`config.mk`:
```
export PLATFORM = sky130hd
export DESIGN_NAME = hdmi_video_timing
export DESIGN_NICKNAME = d
export VERILOG_FILES = /design/src/rtl/hdmi_video_timing.sv
export SDC_FILE = /design/constraint.sdc
export NUM_CORES = 1
export LEC_CHECK = 0
export BUFFER_PORTS_ARGS = -buffer_cell sky130_fd_sc_hd__buf_2
export CAP_MARGIN = 20
export CORE_ASPECT_RATIO = 1.1
export CORE_UTILIZATION = 49
export CTS_CLUSTER_DIAMETER = 50
export DETAILED_ROUTE_END_ITERATION = 8
export PLACE_DENSITY = 0.7
export SETUP_SLACK_MARGIN = 0.2
export SLEW_MARGIN = 30
export SYNTH_ARGS = -nofsm -noshare
export SYNTH_HDL_FRONTEND = slang
export SYNTH_SLANG_ARGS = --single-unit
```
`constraint.sdc`:
```
create_clock -name clk -period 2.98 [get_ports clk]
set_input_delay 0.298 -clock clk [delete_from_list [all_inputs] [get_ports clk]]
set_output_delay 0.298 -clock clk [all_outputs]
set_load 0.02 [all_outputs]
```
`src/rtl/hdmi_video_timing.sv`:
```
// rtl/hdmi_video_timing.sv - lock-gated raster timing generator (hsync/vsync/de/x/y)
//
// Ports:
//   clk          pixel clock
//   resetn       asynchronous active-low reset
//   pll_locked   PLL lock indication, asynchronous to clk
//   hsync        horizontal sync, active level HS_POL
//   vsync        vertical sync, active level VS_POL
//   de           data enable, high in the active area
//   x, y         pixel coordinates of the current cycle
//   line_start   one-cycle pulse on x == 0 while running
//   frame_start  one-cycle pulse on x == 0 && y == 0 while running
//   running      high while the raster is being generated
module hdmi_video_timing #(
    parameter int H_ACTIVE      = 640,
    parameter int H_FP          = 16,
    parameter int H_SYNC        = 96,
    parameter int H_BP          = 48,
    parameter int V_ACTIVE      = 480,
    parameter int V_FP          = 10,
    parameter int V_SYNC        = 2,
    parameter int V_BP          = 33,
    parameter bit HS_POL        = 1'b0,
    parameter bit VS_POL        = 1'b0,
    parameter int SETTLE_CYCLES = 1024,
    parameter int COORD_W       = 12
) (
    input  logic               clk,
    input  logic               resetn,
    input  logic               pll_locked,
    output logic               hsync,
    output logic               vsync,
    output logic               de,
    output logic [COORD_W-1:0] x,
    output logic [COORD_W-1:0] y,
    output logic               line_start,
    output logic               frame_start,
    output logic               running
);

    localparam int H_TOTAL = H_ACTIVE + H_FP + H_SYNC + H_BP;
    localparam int V_TOTAL = V_ACTIVE + V_FP + V_SYNC + V_BP;
    localparam int SW      = $clog2(SETTLE_CYCLES + 1);

    localparam logic [COORD_W-1:0] H_LAST   = COORD_W'(H_TOTAL - 1);
    localparam logic [COORD_W-1:0] V_LAST   = COORD_W'(V_TOTAL - 1);
    localparam logic [COORD_W-1:0] H_ACT    = COORD_W'(H_ACTIVE);
    localparam logic [COORD_W-1:0] V_ACT    = COORD_W'(V_ACTIVE);
    localparam logic [COORD_W-1:0] HS_START = COORD_W'(H_ACTIVE + H_FP);
    localparam logic [COORD_W-1:0] HS_END   = COORD_W'(H_ACTIVE + H_FP + H_SYNC);
    localparam logic [COORD_W-1:0] VS_START = COORD_W'(V_ACTIVE + V_FP);
    localparam logic [COORD_W-1:0] VS_END   = COORD_W'(V_ACTIVE + V_FP + V_SYNC);
    localparam logic [SW-1:0]      S_LAST   = SW'(SETTLE_CYCLES - 1);

    typedef enum logic [1:0] {
        WAIT_LOCK,
        SETTLE,
        RUN
    } state_t;

    state_t          state;
    logic [SW-1:0]   settle_cnt;
    logic            lk_meta;
    logic            lk_s;
    logic            run_next;
    logic [COORD_W-1:0] px;
    logic [COORD_W-1:0] py;

    always_ff @(posedge clk or negedge resetn) begin
        if (!resetn) begin
            lk_meta <= 1'b0;
            lk_s    <= 1'b0;
        end else begin
            lk_meta <= pll_locked;
            lk_s    <= lk_meta;
        end
    end

    // Pixel the outputs will describe after this edge. Entering RUN starts
    // at (0,0); otherwise the raster advances from the registered x/y.
    always_comb begin
        px = '0;
        py = '0;
        if (state == RUN) begin
            if (x == H_LAST) begin
                px = '0;
                py = (y == V_LAST) ? '0 : y + COORD_W'(1);
            end else begin
                px = x + COORD_W'(1);
                py = y;
            end
        end
    end

    // High when the state after this edge is RUN.
    always_comb begin
        run_next = 1'b0;
        case (state)
            WAIT_LOCK: run_next = lk_s && (SETTLE_CYCLES == 1);
            SETTLE:    run_next = lk_s && (settle_cnt == S_LAST);
            RUN:       run_next = lk_s;
            default:   run_next = 1'b0;
        endcase
    end

    always_ff @(posedge clk or negedge resetn) begin
        if (!resetn) begin
            state       <= WAIT_LOCK;
            settle_cnt  <= '0;
            hsync       <= ~HS_POL;
            vsync       <= ~VS_POL;
            de          <= 1'b0;
            x           <= '0;
            y           <= '0;
            line_start  <= 1'b0;
            frame_start <= 1'b0;
            running     <= 1'b0;
        end else begin
            // settle_cnt is the index of the current locked cycle; the cycle
            // that leaves WAIT_LOCK is locked cycle 0, so SETTLE resumes at 1.
            case (state)
                WAIT_LOCK: begin
                    settle_cnt <= '0;
                    if (lk_s) begin
                        if (SETTLE_CYCLES == 1) begin
                            state <= RUN;
                        end else begin
                            state      <= SETTLE;
                            settle_cnt <= SW'(1);
                        end
                    end
                end
                SETTLE: begin
                    if (!lk_s) begin
                        state      <= WAIT_LOCK;
                        settle_cnt <= '0;
                    end else if (settle_cnt == S_LAST) begin
                        state      <= RUN;
                        settle_cnt <= '0;
                    end else begin
                        settle_cnt <= settle_cnt + SW'(1);
                    end
                end
                RUN: begin
                    settle_cnt <= '0;
                    if (!lk_s) begin
                        state <= WAIT_LOCK;
                    end
                end
                default: begin
                    state      <= WAIT_LOCK;
                    settle_cnt <= '0;
                end
            endcase

            // All outputs decode the same next pixel, so they stay aligned.
            if (run_next) begin
                x           <= px;
                y           <= py;
                de          <= (px < H_ACT) && (py < V_ACT);
                hsync       <= ((px >= HS_START) && (px < HS_END)) ? HS_POL : ~HS_POL;
                vsync       <= ((py >= VS_START) && (py < VS_END)) ? VS_POL : ~VS_POL;
                line_start  <= (px == '0);
                frame_start <= (px == '0) && (py == '0);
                running     <= 1'b1;
            end else begin
                x           <= '0;
                y           <= '0;
                de          <= 1'b0;
                hsync       <= ~HS_POL;
                vsync       <= ~VS_POL;
                line_start  <= 1'b0;
                frame_start <= 1'b0;
                running     <= 1'b0;
            end
        end
    end

endmodule

```
==> results of run 1 <==
kinds of logic (layout without fill, tap and decap cells):
group           after synthesis  after routing
compound gates               34             34
xor+xnor                     29             29
simple gates                134            134
fa+ha+maj                     7              7
buf+inv                      20             59
flops                        45             45
through the flow:
stage | instance area, um2 | worst slack, ps | hold slack, ps
floorplan | 2480 | 219 | 2.41
global placement | 2710 | 362 | 334
detailed placement | 2730 | 299 | 272
CTS | 2830 | 301 | 95.6
global route | 2850 | 198 | 81.3
finish | 2850 | 339 | 104
flip-flops by register name (all words and copies together) (netlist names), 2 cells and up:
name and cells:
y 12, state 2, settle_cnt 11, x 12
final cells by class:
cell class	instances	area, um2
clock buffers	5	68.8
fillers	443	1900
clock inverters	3	25.0
multi-input cells	204	1280
inverters	10	37.5
well taps	56	70.1
flip-flops and latches	45	1130
repair buffers	41	243
cells in the final DEF, fill, tap and decap left out, drive strengths merged, types with 2 or more instances in the layout:
cell type  netlist  layout
nor3b            2       2
and2             5       5
nand2           25      25
clkbuf           7       5
a21oi            8       8
nand4           12      12
inv             10      11
nor2            37      37
nand3           15      15
xnor2           16      16
o21ai           10      10
xor2            13      13
and3             5       5
a41oi            2       2
or3              3       3
dfrtp           43      43
nor4bb           2       2
a31oi            5       5
nor3            12      12
ha               7       7
o211ai           2       2
buf              3      40
nor4             8       8
or2              3       3
dfstp            2       2
or4              2       2
layer usage:
metal | routed length, um | vias to the layer above | share of wire | GRT usage
met5 | 0 | - | 0 | 0
met4 | 57 | 0 | 0.011 | 0.0700
met3 | 207 | 4 | 0.039 | 0.0397
met2 | 2520 | 52 | 0.48 | 0.349
met1 | 2490 | 974 | 0.47 | 0.282
li1 | - | 1024 | - | -
cell usage after synthesis, types with 3 or more instances:
cell | instances | share of area
xnor2_1 | 16 | 0.057
nand2_1 | 24 | 0.036
nand3_1 | 15 | 0.030
clkbuf_1 | 7 | 0.011
nor4_1 | 5 | 0.013
a21oi_1 | 8 | 0.016
ha_1 | 7 | 0.035
and2_1 | 5 | 0.013
or3_1 | 3 | 0.0076
nand4_1 | 12 | 0.030
inv_1 | 10 | 0.015
xor2_1 | 13 | 0.046
dfrtp_1 | 43 | 0.43
o21ai_0 | 9 | 0.018
nor2_1 | 37 | 0.056
nor3_1 | 12 | 0.024
and3_1 | 5 | 0.013
a31oi_1 | 5 | 0.013
worst max-delay path, delay by kind of cell (launching register included):
family | cells | cell delay [ps]
simple gates | 5 | 1970
flops | 1 | 450
compound gates | 1 | 130
timing repair:
action	in CTS	in global routing
endpoints found under the setup margin	0	3
hold endpoints to repair	18	0
hold buffers	1	0
gates resized for setup	0	3
worst paths after layout:
kind / startpoint / end / slack, ps / cells past startpoint
max in group asynchronous: resetn / vsync / 1920 / 3
worst max-delay path: x[7] / frame_start / 340 / 6
worst max register to register: x[7] / frame_start / 340 / 6
min in group asynchronous: resetn / settle_cnt[9] / 470 / 2
worst min-delay path: pll_locked / lk_meta / 100 / 1
worst min register to register: lk_meta / lk_s / 350 / 0
power by group through the flow:
stage	combinational (mW)	clock (mW)	sequential (mW)
after floorplan	0.0762	0	0.650
after global placement	0.105	0	0.653
after detailed placement	0.110	0	0.653
after CTS	0.111	0.403	0.641
after global routing	0.130	0.431	0.644
final	0.113	0.396	0.642
==> impl_metrics.ini, run 1 <==
[synth]
syn-instance-count = 269
synth_compound_gate_area_share = 0.0864
synthFlopType = dfrtp_1
synthSimpleGateAreaFrac = 0.283
synth_nets = 279
synthXorXnorAreaFrac = 0.103
yosysSeqAreaShare = 0.456
async_flop_share = 1.00
synth_mux_area_frac = 0
yosys.area_share.adder = 0.0354
synth-edff-count = 0
synth_cell_types = 42
synth.avg_cell_area_um2 = 9.21
synth_top_family_by_area = simple AND/OR/NAND/NOR gates
synth_area_mm2 = 0.00248
yosys_warnings = 0
ys_ff_latch = 45

[die]
start_util = 0.522
die_area_mm2 = 0.00534
die-width_um = 69.8
dieHeight_um = 76.6
num_rows = 26
ios = 33
core_area_mm2 = 0.00475

[setup_path]
cp_slowest_cell = or4_4
startpoint_type = flip-flop
arrival_ps = 2860
worstPathMaxFanout = 8
cp-end-kind = flip-flop
cp_common_cell = or4_4
cp_data_required_time_ps = 3200
crit_path_max_incr_delay_ps = 620
critPathKind = reg -> reg
crit_chain = or4_4 -> or4_4 -> nor4_1 -> a311oi_1 -> nor3_1 -> nor4bb_1

[global_routing]
grt.total_usage = 0.213
antenna_found_initial = 0
grt_max_degree = 28
grt_pass1_vias = 1966
grt_overflow = 0
grt_pass1_wl_um = 9130

[layout]
fin_cells = 364
final_layout_size_suffix_gt1_frac = 0.198
syn_to_final_growth_pct = 15.1
fin_util = 0.600
nets = 317
antenna_cells = 0

[power]
p_leak_nw = 1.22
power_mw = 1.15
p_int_mw = 0.840
share_comb_of_total_power = 0.098
p_sw_mw = 0.310
seqPwrFrac = 0.558
peakVddDrop_v = 0.000211
powerDensity_mw_per_mm2 = 403
p_sw_frac = 0.270
power_frac_clock = 0.344

[sta]
tns_ps = 0
finalCriticalPeriod_ps = 2640
finalHoldViolCount = 0
max_freq_mhz = 379
relSlewSlack = 0.645
finalMaxSlewViolations = 0
setup_violations = 0
skew_ps = 14.9
period_share = 0.886
rsz0062_at_grt = true
tightest_slew_ps = 530

[detailed_routing]
wl_per_cell_um = 14.5
drtAntennaViolNets = 0
dr_total_vias = 2054
drc = 0
viasPerCell = 5.64
wl_um = 5280
dr.pass1.iters = 5
drtIter0Drc = 116

[place]
portBuffers = 32
dp_hpwl_um = 3950
dpl.cell_count = 355
gp_congestion = 0.847

[hold_path]
hold_path.class = in -> reg

[clocking]
h-tree-depth = 2
cts_tree = yes
clockBufferDepth = 2
clkTransAtPathRegs_ps = 100
clk-insertion-delay-late_ps = 300
post_cts_buffers = 0
cts-root-buf = clkbuf_8
cts_sinks = 45
cts_made_buffers = 5

[outcome]
status = complete, no violations

[job]
drv_cap = 0
Note: power is estimated with default switching activity, not from simulation.
==> run 2: changes to the inputs <==
clock period = 2.9 ns   (was 2.98 ns; I/O delays follow)
==> impl_metrics.ini, run 2 (synthesis results as in run 1) <==
[job]
drv_cap = 0

[layout]
nets = 322
syn_to_final_growth_pct = 17.8
final_layout_size_suffix_gt1_frac = 0.227
antenna_cells = 0
largestRegisters = x x12, y x12, settle_cnt x11
final_cell_mix = dfrtp_1 (39), nor2_1 (37), buf_2 (32)
final_common_cell = dfrtp_1
design_area_mm2 = 0.00292
fin_util = 0.615

[place]
dpl_cell_area_mm2 = 0.00273
place_ws_ps = 272
portBuffers = 32
dp_hpwl_um = 3880
gp_congestion = 0.917

[setup_path]
crit_path_max_incr_delay_ps = 560
timing.critical_path.buf_inv = 1
arrival_ps = 2800
cpLargestDelayFamily = simple AND/OR/NAND/NOR gates
cp_slowest_cell = or4_4
startpoint_type = flip-flop
reg2reg_from = x[7]
reg2reg_slack_ps = 300
r2r_cells = 8
crit_chain = or4_4 -> nor4_1 -> buf_4 -> nand3_1 -> xor2_1 -> a311oi_1 -> nor3_1 -> nor4bb_2
cp_data_required_time_ps = 3100
cp-end-kind = flip-flop
critPathKind = reg -> reg
worstPathMaxFanout = 6
r2r_end = frame_start

[detailed_routing]
dr.pass1.iters = 4
wl_met2_um = 2630
wl_um = 5270
wl_per_cell_um = 14.3
dr_total_vias = 2081
drc = 0
drtAntennaViolNets = 0
met1Wirelength_um = 2360
top_layer = met4
route.met3.wl_um = 236
drtIter0Drc = 218
viasPerCell = 5.64

[die]
ios = 33
num_rows = 26
die_area_mm2 = 0.00534
dieHeight_um = 76.6
die-width_um = 69.8
start_util = 0.522
core_area_mm2 = 0.00475

[sta]
finalMaxSlewViolations = 0
finalHoldViolCount = 0
setup_violations = 0
tightest_slew_ps = 492
setup_ws_ps = 298
relSlewSlack = 0.671
finalCriticalPeriod_ps = 2600
skew_ps = 11.0
period_share = 0.897
tns_ps = 0
max_freq_mhz = 384
rsz0062_at_grt = false

[global_routing]
grt_max_degree = 27
grt_pass1_vias = 1904
grt_overflow = 0
grt_pass1_wl_um = 8780
grt.total_usage = 0.207
antenna_found_initial = 0

[hold_path]
worstHoldPathCells = 1
hold_path.class = in -> reg
worst_hold_path.endpoint = lk_meta
worstHoldStart = pll_locked

[clocking]
cts-root-buf = clkbuf_8
h-tree-depth = 2
clockBufferDepth = 2
cts_tree = yes
cts_sinks = 45
clkTransAtPathRegs_ps = 80
cts_made_buffers = 5
clk-insertion-delay-late_ps = 290

[power]
powerDensity_mw_per_mm2 = 418
power_mw = 1.22
peakVddDrop_v = 0.000191
p_leak_nw = 1.25

[outcome]
status = complete, no violations
-- run 2: cell count changes in the layout (fill, tap and decap cells not counted), sizes merged --
cell      previous run  this run
clkbuf               5         6
inv                 11        10
bufinv               0         1
buf                 40        45
clkinvlp             1         0
-- run 2: worst max-delay path by stage --
| stage | from | endpoint | slack, ps | depth (start not counted) |
|---|---|---|---|---|
| after CTS | x[6] | frame_start | 250 | 6 |
| after detailed placement | x[6] | frame_start | 270 | 6 |
| after global routing | x[7] | frame_start | 160 | 6 |
| final | x[7] | frame_start | 300 | 8 |
| after global placement | x[6] | frame_start | 320 | 6 |
| after floorplan | x[6] | frame_start | 260 | 8 |
-- run 2: routing by layer --
layer | vias up | track usage
li1 | 1032 | -
met1 | 989 | 0.265
met2 | 54 | 0.346
met3 | 6 | 0.0317
met4 | 0 | 0.0900
met5 | - | 0
-- run 2: metrics by stage --
step                      std cells  hold slack, ps
final                           369            97.0
after global placement          354             334
after detailed placement        355             272
after floorplan                 269           -5.59
after global routing            369            85.9
after CTS                       364            83.1
-- run 2: power by group --
part / switching [mW] / internal (mW)
sequential: 0.0136 / 0.644
combinational: 0.0678 / 0.0435
clock: 0.197 / 0.256
total: 0.278 / 0.943
-- run 2: cell type report --
| cell class | count | area [um2] |
|---|---|---|
| clock inverters | 2 | 35.0 |
| repair buffers | 46 | 280 |
| well taps | 56 | 70.1 |
| multi-input cells | 204 | 1290 |
| clock buffers | 6 | 72.6 |
| inverters | 10 | 37.5 |
| fillers | 423 | 1830 |
| flip-flops and latches | 45 | 1130 |
-- run 2: what timing repair did --
action | CTS | global route
hold buffers | 1 | 0
hold endpoints to repair | 18 | 0
setup endpoints to repair | 0 | 4
setup buffers | 0 | 5
resized for setup | 0 | 6
